`config.mk`:
```
export PLATFORM = sky130hd
export DESIGN_NAME = aes_inv_shift_rows_stream_flat
export DESIGN_NICKNAME = d
export VERILOG_FILES = /design/src/rtl/aes_inv_shift_rows_stream_if.sv /design/src/rtl/aes_inv_shift_rows_stream.sv /design/src/flat_wrapper.sv
export SDC_FILE = /design/constraint.sdc
export NUM_CORES = 1
export LEC_CHECK = 0
export CAP_MARGIN = 20
export CORE_MARGIN = 2
export CORE_UTILIZATION = 55
export CTS_CLUSTER_SIZE = 8
export DETAILED_ROUTE_END_ITERATION = 8
export DONT_BUFFER_PORTS = 1
export HOLD_SLACK_MARGIN = 0.05
export PLACE_DENSITY = 0.7
export SLEW_MARGIN = 5
export SYNTH_ARGS = -nofsm -noshare
export SYNTH_HDL_FRONTEND = slang
export SYNTH_SLANG_ARGS = --single-unit
```
`constraint.sdc`:
```
create_clock -name clk -period 11.22 [get_ports clk]
set_clock_uncertainty 0.15 [all_clocks]
set_input_delay 0.561 -clock clk [delete_from_list [all_inputs] [get_ports clk]]
set_output_delay 0.561 -clock clk [all_outputs]
set_load 0.02 [all_outputs]
```
`src/rtl/aes_inv_shift_rows_stream_if.sv`:
```
// Stream bundle for aes_inv_shift_rows_stream: byte-wide input stream and 128-bit block output.
// AES_SR_BIDIR_EN adds the per-block mode select carried alongside the input bytes.
interface aes_inv_shift_rows_stream_if;
  logic         in_valid;
  logic         in_ready;
  logic [7:0]   in_data;
  logic         in_last;
`ifdef AES_SR_BIDIR_EN
  logic         mode;
`endif
  logic         out_valid;
  logic         out_ready;
  logic [127:0] out_data;

  modport master (
    output in_valid, in_data, in_last,
`ifdef AES_SR_BIDIR_EN
    output mode,
`endif
    output out_ready,
    input  in_ready, out_valid, out_data
  );

  modport slave (
    input  in_valid, in_data, in_last,
`ifdef AES_SR_BIDIR_EN
    input  mode,
`endif
    input  out_ready,
    output in_ready, out_valid, out_data
  );
endinterface

```
`src/rtl/aes_inv_shift_rows_stream.sv`:
```
// Byte-serial to 128-bit block converter applying InvShiftRows, ping-pong buffered.
// Optional macro AES_SR_BIDIR_EN adds a per-block mode input selecting forward/inverse ShiftRows.
module aes_inv_shift_rows_stream #(
  parameter int LAST_CHECK = 1
) (
  input  logic                        clk,
  input  logic                        rst,
  aes_inv_shift_rows_stream_if.slave  bus,
  output logic                        err
);

  function automatic logic [127:0] inv_shift_rows(input logic [127:0] s);
    logic [127:0] o;
    o = '0;
    for (int c = 0; c < 4; c++) begin
      for (int r = 0; r < 4; r++) begin
        o[8*(r+4*c) +: 8] = s[8*(r+4*((c-r+4)%4)) +: 8];
      end
    end
    return o;
  endfunction

`ifdef AES_SR_BIDIR_EN
  function automatic logic [127:0] fwd_shift_rows(input logic [127:0] s);
    logic [127:0] o;
    o = '0;
    for (int c = 0; c < 4; c++) begin
      for (int r = 0; r < 4; r++) begin
        o[8*(r+4*c) +: 8] = s[8*(r+4*((c+r)%4)) +: 8];
      end
    end
    return o;
  endfunction
`endif

  logic [127:0] buf_q [2];
  logic [1:0]   full_q, full_d;
  logic         wr_sel_q, wr_sel_d;
  logic         rd_sel_q, rd_sel_d;
  logic [3:0]   wr_cnt_q, wr_cnt_d;
  logic         err_q, err_d;
`ifdef AES_SR_BIDIR_EN
  logic [1:0]   mode_q;
`endif

  logic in_ready_w;
  logic out_valid_w;
  logic accept;
  logic drain;
  logic last_beat;
  logic frame_err;
  logic complete;

  // in_ready depends only on registered flags, never on out_ready
  assign in_ready_w  = ~full_q[wr_sel_q];
  assign out_valid_w = full_q[rd_sel_q];
  assign bus.in_ready  = in_ready_w;
  assign bus.out_valid = out_valid_w;
  assign err           = err_q;

  always_comb begin
    accept    = bus.in_valid & in_ready_w;
    drain     = out_valid_w & bus.out_ready;
    last_beat = (wr_cnt_q == 4'd15);
    frame_err = 1'b0;
    if (LAST_CHECK != 0) begin
      frame_err = accept && (bus.in_last != last_beat);
    end
    complete  = accept && last_beat && !frame_err;

    full_d   = full_q;
    wr_sel_d = wr_sel_q;
    rd_sel_d = rd_sel_q;
    wr_cnt_d = wr_cnt_q;
    err_d    = frame_err;

    if (accept) begin
      wr_cnt_d = (frame_err || last_beat) ? 4'd0 : 4'(wr_cnt_q + 4'd1);
    end
    // Fill and drain never target the same buffer in one cycle
    if (complete) begin
      full_d[wr_sel_q] = 1'b1;
      wr_sel_d         = ~wr_sel_q;
    end
    if (drain) begin
      full_d[rd_sel_q] = 1'b0;
      rd_sel_d         = ~rd_sel_q;
    end
  end

  always_ff @(posedge clk or posedge rst) begin
    if (rst) begin
      full_q   <= '0;
      wr_sel_q <= 1'b0;
      rd_sel_q <= 1'b0;
      wr_cnt_q <= '0;
      err_q    <= 1'b0;
      buf_q[0] <= '0;
      buf_q[1] <= '0;
`ifdef AES_SR_BIDIR_EN
      mode_q   <= 2'b11;
`endif
    end else begin
      full_q   <= full_d;
      wr_sel_q <= wr_sel_d;
      rd_sel_q <= rd_sel_d;
      wr_cnt_q <= wr_cnt_d;
      err_q    <= err_d;
      if (accept) begin
        buf_q[wr_sel_q][{wr_cnt_q, 3'b000} +: 8] <= bus.in_data;
      end
`ifdef AES_SR_BIDIR_EN
      if (accept && (wr_cnt_q == 4'd0)) begin
        mode_q[wr_sel_q] <= bus.mode;
      end
`endif
    end
  end

  always_comb begin
`ifdef AES_SR_BIDIR_EN
    bus.out_data = mode_q[rd_sel_q] ? inv_shift_rows(buf_q[rd_sel_q])
                                    : fwd_shift_rows(buf_q[rd_sel_q]);
`else
    bus.out_data = inv_shift_rows(buf_q[rd_sel_q]);
`endif
  end

endmodule

```
`src/flat_wrapper.sv`:
```
// flat-port wrapper written by rule: the top's interface ports become plain ports
module aes_inv_shift_rows_stream_flat 
#(
  parameter int LAST_CHECK = 1
)
  (clk, rst, err, bus_in_valid, bus_in_data, bus_in_last, bus_out_ready, bus_in_ready, bus_out_valid, bus_out_data);
  aes_inv_shift_rows_stream_if bus_i ();
  input  logic clk;
  input  logic rst;
  output logic err;
  input wire logic [$bits(bus_i.in_valid)-1:0] bus_in_valid;
  input wire logic [$bits(bus_i.in_data)-1:0] bus_in_data;
  input wire logic [$bits(bus_i.in_last)-1:0] bus_in_last;
  input wire logic [$bits(bus_i.out_ready)-1:0] bus_out_ready;
  output wire logic [$bits(bus_i.in_ready)-1:0] bus_in_ready;
  output wire logic [$bits(bus_i.out_valid)-1:0] bus_out_valid;
  output wire logic [$bits(bus_i.out_data)-1:0] bus_out_data;
  assign bus_i.in_valid = bus_in_valid;
  assign bus_i.in_data = bus_in_data;
  assign bus_i.in_last = bus_in_last;
  assign bus_i.out_ready = bus_out_ready;
  assign bus_in_ready = bus_i.in_ready;
  assign bus_out_valid = bus_i.out_valid;
  assign bus_out_data = bus_i.out_data;
  aes_inv_shift_rows_stream #(.LAST_CHECK(LAST_CHECK)) u_core (.clk(clk), .rst(rst), .bus(bus_i), .err(err));
endmodule
```
* After elaboration in Yosys (flattened, before gate mapping)
Index checks and enable logic that the tools add are counted.
Cells by class: $add $sub $neg 2, $lt $le $gt $ge 7, equal/unequal tests 2, shift operators 2, muxes and demuxes 17, bitwise gates (word level) 10, reductions and logical operators 8
Operators by type and width (number):
- $mux 128 | 4
- $bwmux 256 | 1
- $demux 128 s1 | 1
- $shift 8x9->128 const A | 1
- $shiftx 8x9->128 | 1
- $neg 7->9 | 1
- $logic_and 1x1->1 | 6
- $mux 1 | 6
- $add 4x1->4 const B | 1
- $eq 4x4->1 const B | 1
- $ge 2x2->1 const B | 2
- $lt 1x2->1 const B | 2
- $mux 2 | 2
- $mux 4 | 1
- $not 1->2 | 2
- $not 1->1 | 3
- $and 1x1->1 | 2
- $and 2x2->2 | 1
- $demux 1 s1 | 2
- $ge 1x1->1 const B | 2
- $lt 2x1->1 const B | 1
- $not 2->2 | 1
- $or 2x2->2 | 1
- $logic_not 1->1 | 1
- other kinds (2) | 2
Word-level totals: flip-flop bits (word level) 265, input bits 13, output and inout bits 131, logic and storage cells 55

* Logic depth before layout (Yosys ltp)
Gate-level depths: netlist of run 1.
depth in word-level cells 10, gate-level depth with buffers 10, depth with buffers taken out 6

* Worst setup path before layout of run 1
Ideal clock, no wire load.
kind reg2reg, from reg u_core.wr_cnt_q[0], to reg u_core.buf_q[56] (netlist bit), setup time 0.125 ns, arrival 2.458 ns, required time 10.945 ns, slack 8.487 ns, cell stages (with the launch flop) 10, buffers on the path 3, period minus slack after synthesis 2.733 ns, cell sequence dfrtp_1 -> buf_2 -> clkbuf_1 -> inv_1 -> ha_1 -> buf_2 -> or3b_1 -> a21boi_1 -> nor2_4 -> mux2_2
On the way: word-level cells in the longest chain between the ends 5, elaborated cells between the ends (all ways) 6, classes of those cells add/sub (1); shift (2); mux (3)
Ends and longest elaborated chain:
- start, declared | RTL line aes_inv_shift_rows_stream.sv:40 | logic [3:0] wr_cnt_q, wr_cnt_d;
- start signal, assigned | RTL line aes_inv_shift_rows_stream.sv:107 | wr_cnt_q <= wr_cnt_d;
- $neg 7->9 (*) | RTL line aes_inv_shift_rows_stream.sv:110 | buf_q[wr_sel_q][{wr_cnt_q, 3'b000} +: 8] <= bus.in_data;
- $shift 8x9->128 | RTL line aes_inv_shift_rows_stream.sv:110
- $mux 128 (not written as such) | RTL line aes_inv_shift_rows_stream.sv:110
- $demux 128 s1 | RTL line aes_inv_shift_rows_stream.sv:110
- $bwmux 256 (*) | RTL line aes_inv_shift_rows_stream.sv:110
- end signal, assigned by index | RTL line aes_inv_shift_rows_stream.sv:110
- end, declared | RTL line aes_inv_shift_rows_stream.sv:36 | logic [127:0] buf_q [2];
Mark *: on every way between the ends. The rest lies on a longest branch, timed or not. A chain may end at the register's enable or synchronous reset.

* Worst setup path after layout of run 1
from reg u_core.rd_sel_q, to out bus_out_data[102]
On the way: word-level cells in the longest chain between the ends 4
Ends and longest elaborated chain:
- start, declared | RTL line aes_inv_shift_rows_stream.sv:39 | logic rd_sel_q, rd_sel_d;
- start signal, assigned | RTL line aes_inv_shift_rows_stream.sv:106 | rd_sel_q <= rd_sel_d;
- $not 1->2 (not written as such) | RTL line aes_inv_shift_rows_stream.sv:125 | bus.out_data = inv_shift_rows(buf_q[rd_sel_q]);
- $mux 128 (not written as such) (3 in series) | RTL line aes_inv_shift_rows_stream.sv:125
- end, declared | RTL line flat_wrapper.sv:17 | output wire logic [$bits(bus_i.out_data)-1:0] bus_out_data;
Every way passes these cells. The select of a mux whose other input is x is not followed.

==> results of run 1 <==
layer usage:
metal	vias up	wire (um)	part of all wire [%]
met3	39	2020	7.0
met5	-	0	0
li1	3021	-	-
met1	3664	12400	43
met4	0	476	1.6
met2	201	14100	49
logic make-up (layout without fill, tap and decap cells):
logic type | after synthesis | in the layout | synth area share (%)
multiplexers | 388 | 388 | 35.8
adder cells (fa/ha/maj) | 4 | 4 | 0.410
buffers and inverters | 63 | 77 | 2.13
AND/OR/NAND/NOR | 97 | 97 | 5.74
flip-flops | 265 | 265 | 54.3
XOR/XNOR | 4 | 4 | 0.410
AO/OA/AOI/OAI | 19 | 19 | 1.23
synthesized netlist by cell type, drive strengths merged (4+ instances only):
cell type    n
and2         9
and3        10
buf         15
clkbuf      41
dfrtp      265
ha           4
inv          7
mux2       386
nand2       13
nand2b       5
nand3        5
nand4       14
nor2        19
nor2b        7
nor3         4
o21ai        6
flip-flops by register name, summed over array words and instances, names as in the netlist:
register / cells
u_core.buf_q: 256
u_core.wr_cnt_q: 4
u_core.full_q: 2
u_core.err: 1
u_core.rd_sel_q: 1
u_core.wr_sel_q: 1
what timing repair did:
item / CTS / global route
setup buffers: 0 / 0
hold endpoints to repair: 196 / 1
endpoints found under the setup margin: 0 / 0
hold buffers: 20 / 1
power by group through the flow:
| stage | clock (mW) | sequential, mW | combinational (mW) |
|---|---|---|---|
| 3_3_place_gp | 0 | 1.09 | 0.374 |
| 3_5_place_dp | 0 | 1.10 | 0.383 |
| 2_1_floorplan | 0 | 1.08 | 0.332 |
| 5_1_grt | 1.08 | 1.09 | 0.420 |
| 4_1_cts | 1.04 | 1.08 | 0.398 |
| 6_report | 1.01 | 1.09 | 0.394 |
area by class of cell:
type                            count  area, um2  area share [%]
Inverter                            7       33.8           0.248
Timing Repair Buffer               25        260            1.91
Sequential cell                   265       6640            48.6
Tap cell                          280        350            2.57
Clock buffer                       42       1010            7.39
Multi-Input combinational cell    512       5320            39.0
Clock inverter                      3       33.8           0.248
worst max-delay path by stage:
stage / depth (start not counted) / slack [ns] / end
floorplan: 1 / 3.21 / u_core.buf_q[0]$_DFFE_PP0P_
global placement: 6 / 7.99 / u_core.buf_q[90]$_DFFE_PP0P_
detailed placement: 6 / 7.82 / u_core.buf_q[90]$_DFFE_PP0P_
CTS: 2 / 7.54 / bus_out_data[18]
global route: 2 / 7.43 / bus_out_data[16]
finish: 2 / 7.57 / bus_out_data[102]
per-stage QoR:
step	std cells	hold slack, ns	setup WS (ns)	power [mW]
after floorplan	840	0.302	3.21	1.41
after global placement	1067	0.314	7.99	1.47
after detailed placement	1067	0.323	7.82	1.48
after CTS	1132	0.0501	7.54	2.52
after global routing	1134	0.0500	7.43	2.59
final	1134	0.0628	7.57	2.49
==> results by group, run 1 <==
GRT
  – Pin count of the biggest net entering global routing: 107
  – First-pass GRT wire length: 44.8 mm
  – Vias in the first global route: 7491
  – GR Util met3: 6.72%
  – Grt met1 use: 32.8%
  – Grt total ovfl: 0
  – Initial antenna violation count: 0
  – Busiest grt layer: met2
  – Tot GR Track Use: 24.8%
  – Met2 usage: 40.7%

Route
  – ANT nets after route: 0
  – Drt pass-1 iters: 4
  – Starting DRC count in detailed routing: 404
  – # DRC: 0
  – DRT Wirelength: 29.0 mm
  – Mean routed wirelength per cell: 25.6 um
  – Via count: 6925
  – Vias per cell: 6.11

Status
  – Status: completed

Final layout
  – Area growth, synth to finish: 11.7%
  – Fin util: 62.5%
  – N_diodes: 0
  – Fin area: 13600 um2
  – Layout cell share with drive strength beyond 1: 54.3%
  – Commonest non-fill, non-tap cell in the layout: mux2_2
  – Highest-count cells in the layout ignoring fill and taps: mux2_2 (381), dfrtp_1 (264), clkbuf_16 (40)
  – Fill cell count: 1607
  – Layout net count: 867

Synthesis
  – Async SR Flop Fraction: 100%
  – Post-synthesis sequential area ratio: 54.3%
  – Synth area leader: dfrtp_1
  – Synth Warn #: 0
  – Syn Inst Count: 840
  – Dominant synthesized flop cell: dfrtp_1
  – Mean Syn Cell Area: 14.5 um2
  – Mapped Area: 12200 um2
  – Synth top area cells: dfrtp_1 (54%), mux2_2 (35%), clkbuf_1 (1.3%), nand4_2 (0.61%), and3_1 (0.51%)
  – Number of synthesized register bits: 265
  – Synthesized Nets: 857
  – EDFF count, synth: 0
  – Share of the synthesized area in the top cell type: 54.3%
  – Netlist cell types: 49

Critical path
  – CP required: 10.51 ns
  – R2r endpoint: u_core.buf_q[75]$_DFFE_PP0P_
  – CP top delay family: flip-flops
  – Crit path buf inv count: 1
  – CP Launch Type: flop
  – CP Cell Sequence: buf_4, mux2_2
  – Crit-path max cell delay: 0.97 ns
  – Reg2Reg Launch Point: u_core.wr_cnt_q[0]$_DFFE_PP0P_
  – Worst setup path category: flop to output port
  – Max Fanout on Critical Path: 74
  – Reg2reg setup slack: 7.77 ns
  – Crit. Startpoint: u_core.rd_sel_q$_DFFE_PP0P_
  – Crit. End Element: output port
  – Critical Path AT: 2.94 ns
  – Slowest CP cell: dfrtp_4
  – R2r worst-path depth: 6

Hold path
  – Hold crit path type: input port to flop
  – Hold Crit Start: bus_in_data[1]
  – Worst Hold Depth: 1
  – Worst hold path endpoint: u_core.buf_q[241]$_DFFE_PP0P_

Floorplan
  – Initial Util: 55.9%
  – Die Span X: 153 um
  – Rows: 54
  – Core box area: 21800 um2
  – I/O pins: 144
  – Die H: 153 um
  – Die area: 23400 um2

STA
  – RSZ-0062 raised after global routing: no
  – Min Tclk post-route: 3.65 ns
  – Slew HR: 32.5%
  – Final setup fails: 0
  – Slew Viols, Final: 0
  – Fin. Hold Viols: 0
  – Fin crit share: 32.5%
  – Fmax: 0.274 GHz
  – Measured slew at the worst slew-check pin: 1.01 ns
  – Setup TNS: 0 ns

Power and ir drop
  – Combinational share of power: 15.8%
  – Reg power frac: 43.5%
  – P_sw: 0.678 mW
  – Pwr/cell area: 183 nW/um2
  – Max IR drop VDD: 0.000120 V
  – Power Internal: 1.81 mW
  – Clock share of power: 40.6%
  – Leakage power: 6.71 nW
  – Sw Share: 27.2%

Clock network
  – Skew-Pair Late Insertion Delay: 0.51 ns
  – CTS buffer count: 39
  – Clk root buf: clkbuf_16
  – Clock transition at the registers of the reported paths: 0.05 ns
  – Clk sinks: 265
  – Post-CTS Resized: 0
  – CTS tree: yes
  – H-tree depth: 2
  – Max Buffers Root-to-Sink: 3

Place
  – DPL Wire Length: 17.9 mm
  – RePlAce Congestion: 0.855
  – Port bufs: 0
  – Area of placed instances: 12400 um2

Flow run
  – Max_cap viols: 0
Note: power is estimated with default switching activity, not from simulation.
==> run 2: changes to the inputs <==
==> constraint.sdc (replaced) <==
create_clock -name clk -period 3.7 [get_ports clk]
set_clock_uncertainty 0.15 [all_clocks]
set_input_delay 0.185 -clock clk [delete_from_list [all_inputs] [get_ports clk]]
set_output_delay 0.185 -clock clk [all_outputs]
set_load 0.02 [all_outputs]
==> results by group, run 2 (synthesis results as in run 1) <==
Critical path
  – Max Fanout on Critical Path: 14
  – CP Cell Sequence: inv_1, ha_1, xnor2_2, nand4_1, nor2_2, mux2_2
  – Slowest CP cell: dfrtp_1
  – Crit. End Element: flop
  – Critical Path AT: 3.34 ns
  – Worst setup path category: flop to flop
  – CP required: 3.93 ns
  – Crit-path max cell delay: 0.67 ns
  – CP Launch Type: flop

Route
  – Starting DRC count in detailed routing: 362
  – Vias per cell: 6.05
  – DRT Wirelength: 27.9 mm
  – ANT nets after route: 0
  – Drt pass-1 iters: 4
  – Via count: 6869
  – # DRC: 0
  – Mean routed wirelength per cell: 24.6 um

Floorplan
  – I/O pins: 144
  – Initial Util: 55.9%
  – Core box area: 21800 um2
  – Rows: 54
  – Die Span X: 153 um
  – Die H: 153 um
  – Die area: 23400 um2

Clock network
  – CTS tree: yes
  – CTS buffer count: 39
  – Max Buffers Root-to-Sink: 3
  – Skew-Pair Late Insertion Delay: 0.51 ns
  – Clk sinks: 265
  – H-tree depth: 2
  – # Post-CTS Setup Buffers: 0
  – Clk root buf: clkbuf_16
  – Clock transition at the registers of the reported paths: 0.05 ns

Final layout
  – Reg area: 6640 um2
  – Layout net count: 866
  – Max reg flops: 256
  – Layout cell share with drive strength beyond 1: 55.3%
  – Fin util: 62.5%
  – Largest regs: u_core.buf_q: 256 flops, u_core.wr_cnt_q: 4 flops, u_core.full_q: 2 flops
  – Fill cell count: 1596
  – Highest-count cells in the layout ignoring fill and taps: mux2_2 (381), dfrtp_1 (264), clkbuf_16 (40)
  – Largest register by flop count: u_core.buf_q
  – Area growth, synth to finish: 11.7%
  – Commonest non-fill, non-tap cell in the layout: mux2_2
  – Multi-input logic area: 5320 um2

Place
  – Pre-CTS setup slack: 0.628 ns
  – Port bufs: 0
  – DPL Wire Length: 18.1 mm
  – RePlAce Congestion: 0.855

GRT
  – First-pass GRT wire length: 44.4 mm
  – Initial antenna violation count: 3
  – Grt total ovfl: 0
  – Tot GR Track Use: 24.2%
  – Vias in the first global route: 7469
  – Pin count of the biggest net entering global routing: 112

STA
  – Fin. Hold Viols: 0
  – Slack of the critical path: 0.592 ns
  – Slew HR: 43.5%
  – Slew Viols, Final: 0
  – Fin crit share: 84.0%
  – Min Tclk post-route: 3.11 ns
  – Final setup fails: 0
  – Setup TNS: 0 ns
  – Measured slew at the worst slew-check pin: 0.845 ns
  – RSZ-0062 raised after global routing: no
  – Fmax: 0.322 GHz

Power and ir drop
  – Max IR drop VDD: 0.000322 V
  – Pwr/cell area: 554 nW/um2
  – Leakage power: 6.72 nW

Flow run
  – Max_cap viols: 0

Hold path
  – Hold crit path type: input port to flop

Status
  – Status: completed
-- run 2: worst paths after layout --
path	from	to	slack [ns]	cells after the start
min in group asynchronous	rst	u_core.buf_q[125]$_DFFE_PP0P_	0.09	2
max in group asynchronous	rst	u_core.buf_q[136]$_DFFE_PP0P_	2.32	3
worst min-delay path	bus_in_data[7]	u_core.buf_q[175]$_DFFE_PP0P_	0.08	2
worst max register to register	u_core.wr_cnt_q[1]$_DFFE_PP0P_	u_core.buf_q[34]$_DFFE_PP0P_	0.59	6
worst min register to register	u_core.buf_q[63]$_DFFE_PP0P_	u_core.buf_q[63]$_DFFE_PP0P_	0.33	1
worst max-delay path	u_core.wr_cnt_q[1]$_DFFE_PP0P_	u_core.buf_q[34]$_DFFE_PP0P_	0.59	6
-- run 2: cell type report --
class	instances	share of cell area (%)
flip-flops and latches	265	48.7
multi-input cells	512	39.0
diodes	4	0.0734
clock buffers	41	7.37
repair buffers	24	1.84
well taps	280	2.57
inverters	7	0.220
clock inverters	3	0.248
-- run 2: layer usage --
metal / GRT usage (%) / up-vias / part of all wire [%]
met2: 39.7 / 207 / 49
met5: 0 / - / 0
li1: - / 3015 / -
met4: 8.07 / 0 / 2.4
met1: 31.1 / 3594 / 41
met3: 7.03 / 53 / 7.6
-- run 2: through the flow --
stage | instance area, um2 | hold slack [ns] | instances | total power [mW]
6_report | 13600 | 0.0790 | 1136 | 7.56
5_1_grt | 13600 | 0.114 | 1134 | 7.87
4_1_cts | 13600 | 0.0748 | 1132 | 7.63
3_5_place_dp | 12500 | 0.0240 | 1075 | 4.51
3_3_place_gp | 12500 | -0.000646 | 1075 | 4.45
2_1_floorplan | 12200 | 0.142 | 840 | 4.29
-- run 2: repair_timing --
item	in CTS	in global routing
hold buffers	13	0
hold endpoints to repair	320	0
gates resized for setup	0	0
-- run 2: critical path: cells and delay by family (launching register included) --
kind | cells | cell delay (ns)
xor gates and xnor gates | 1 | 0.51
DFF | 1 | 0.67
muxes | 1 | 0.40
and+or+nand+nor | 2 | 0.69
buffers and inverters | 1 | 0.16
adders and majority gates | 1 | 0.38
-- run 2: where the power goes --
part | internal, mW | switching (mW) | total, mW
Combinational | 0.440 | 0.760 | 1.20
Sequential | 3.15 | 0.137 | 3.29
Clock | 1.90 | 1.17 | 3.07
Total | 5.49 | 2.06 | 7.56
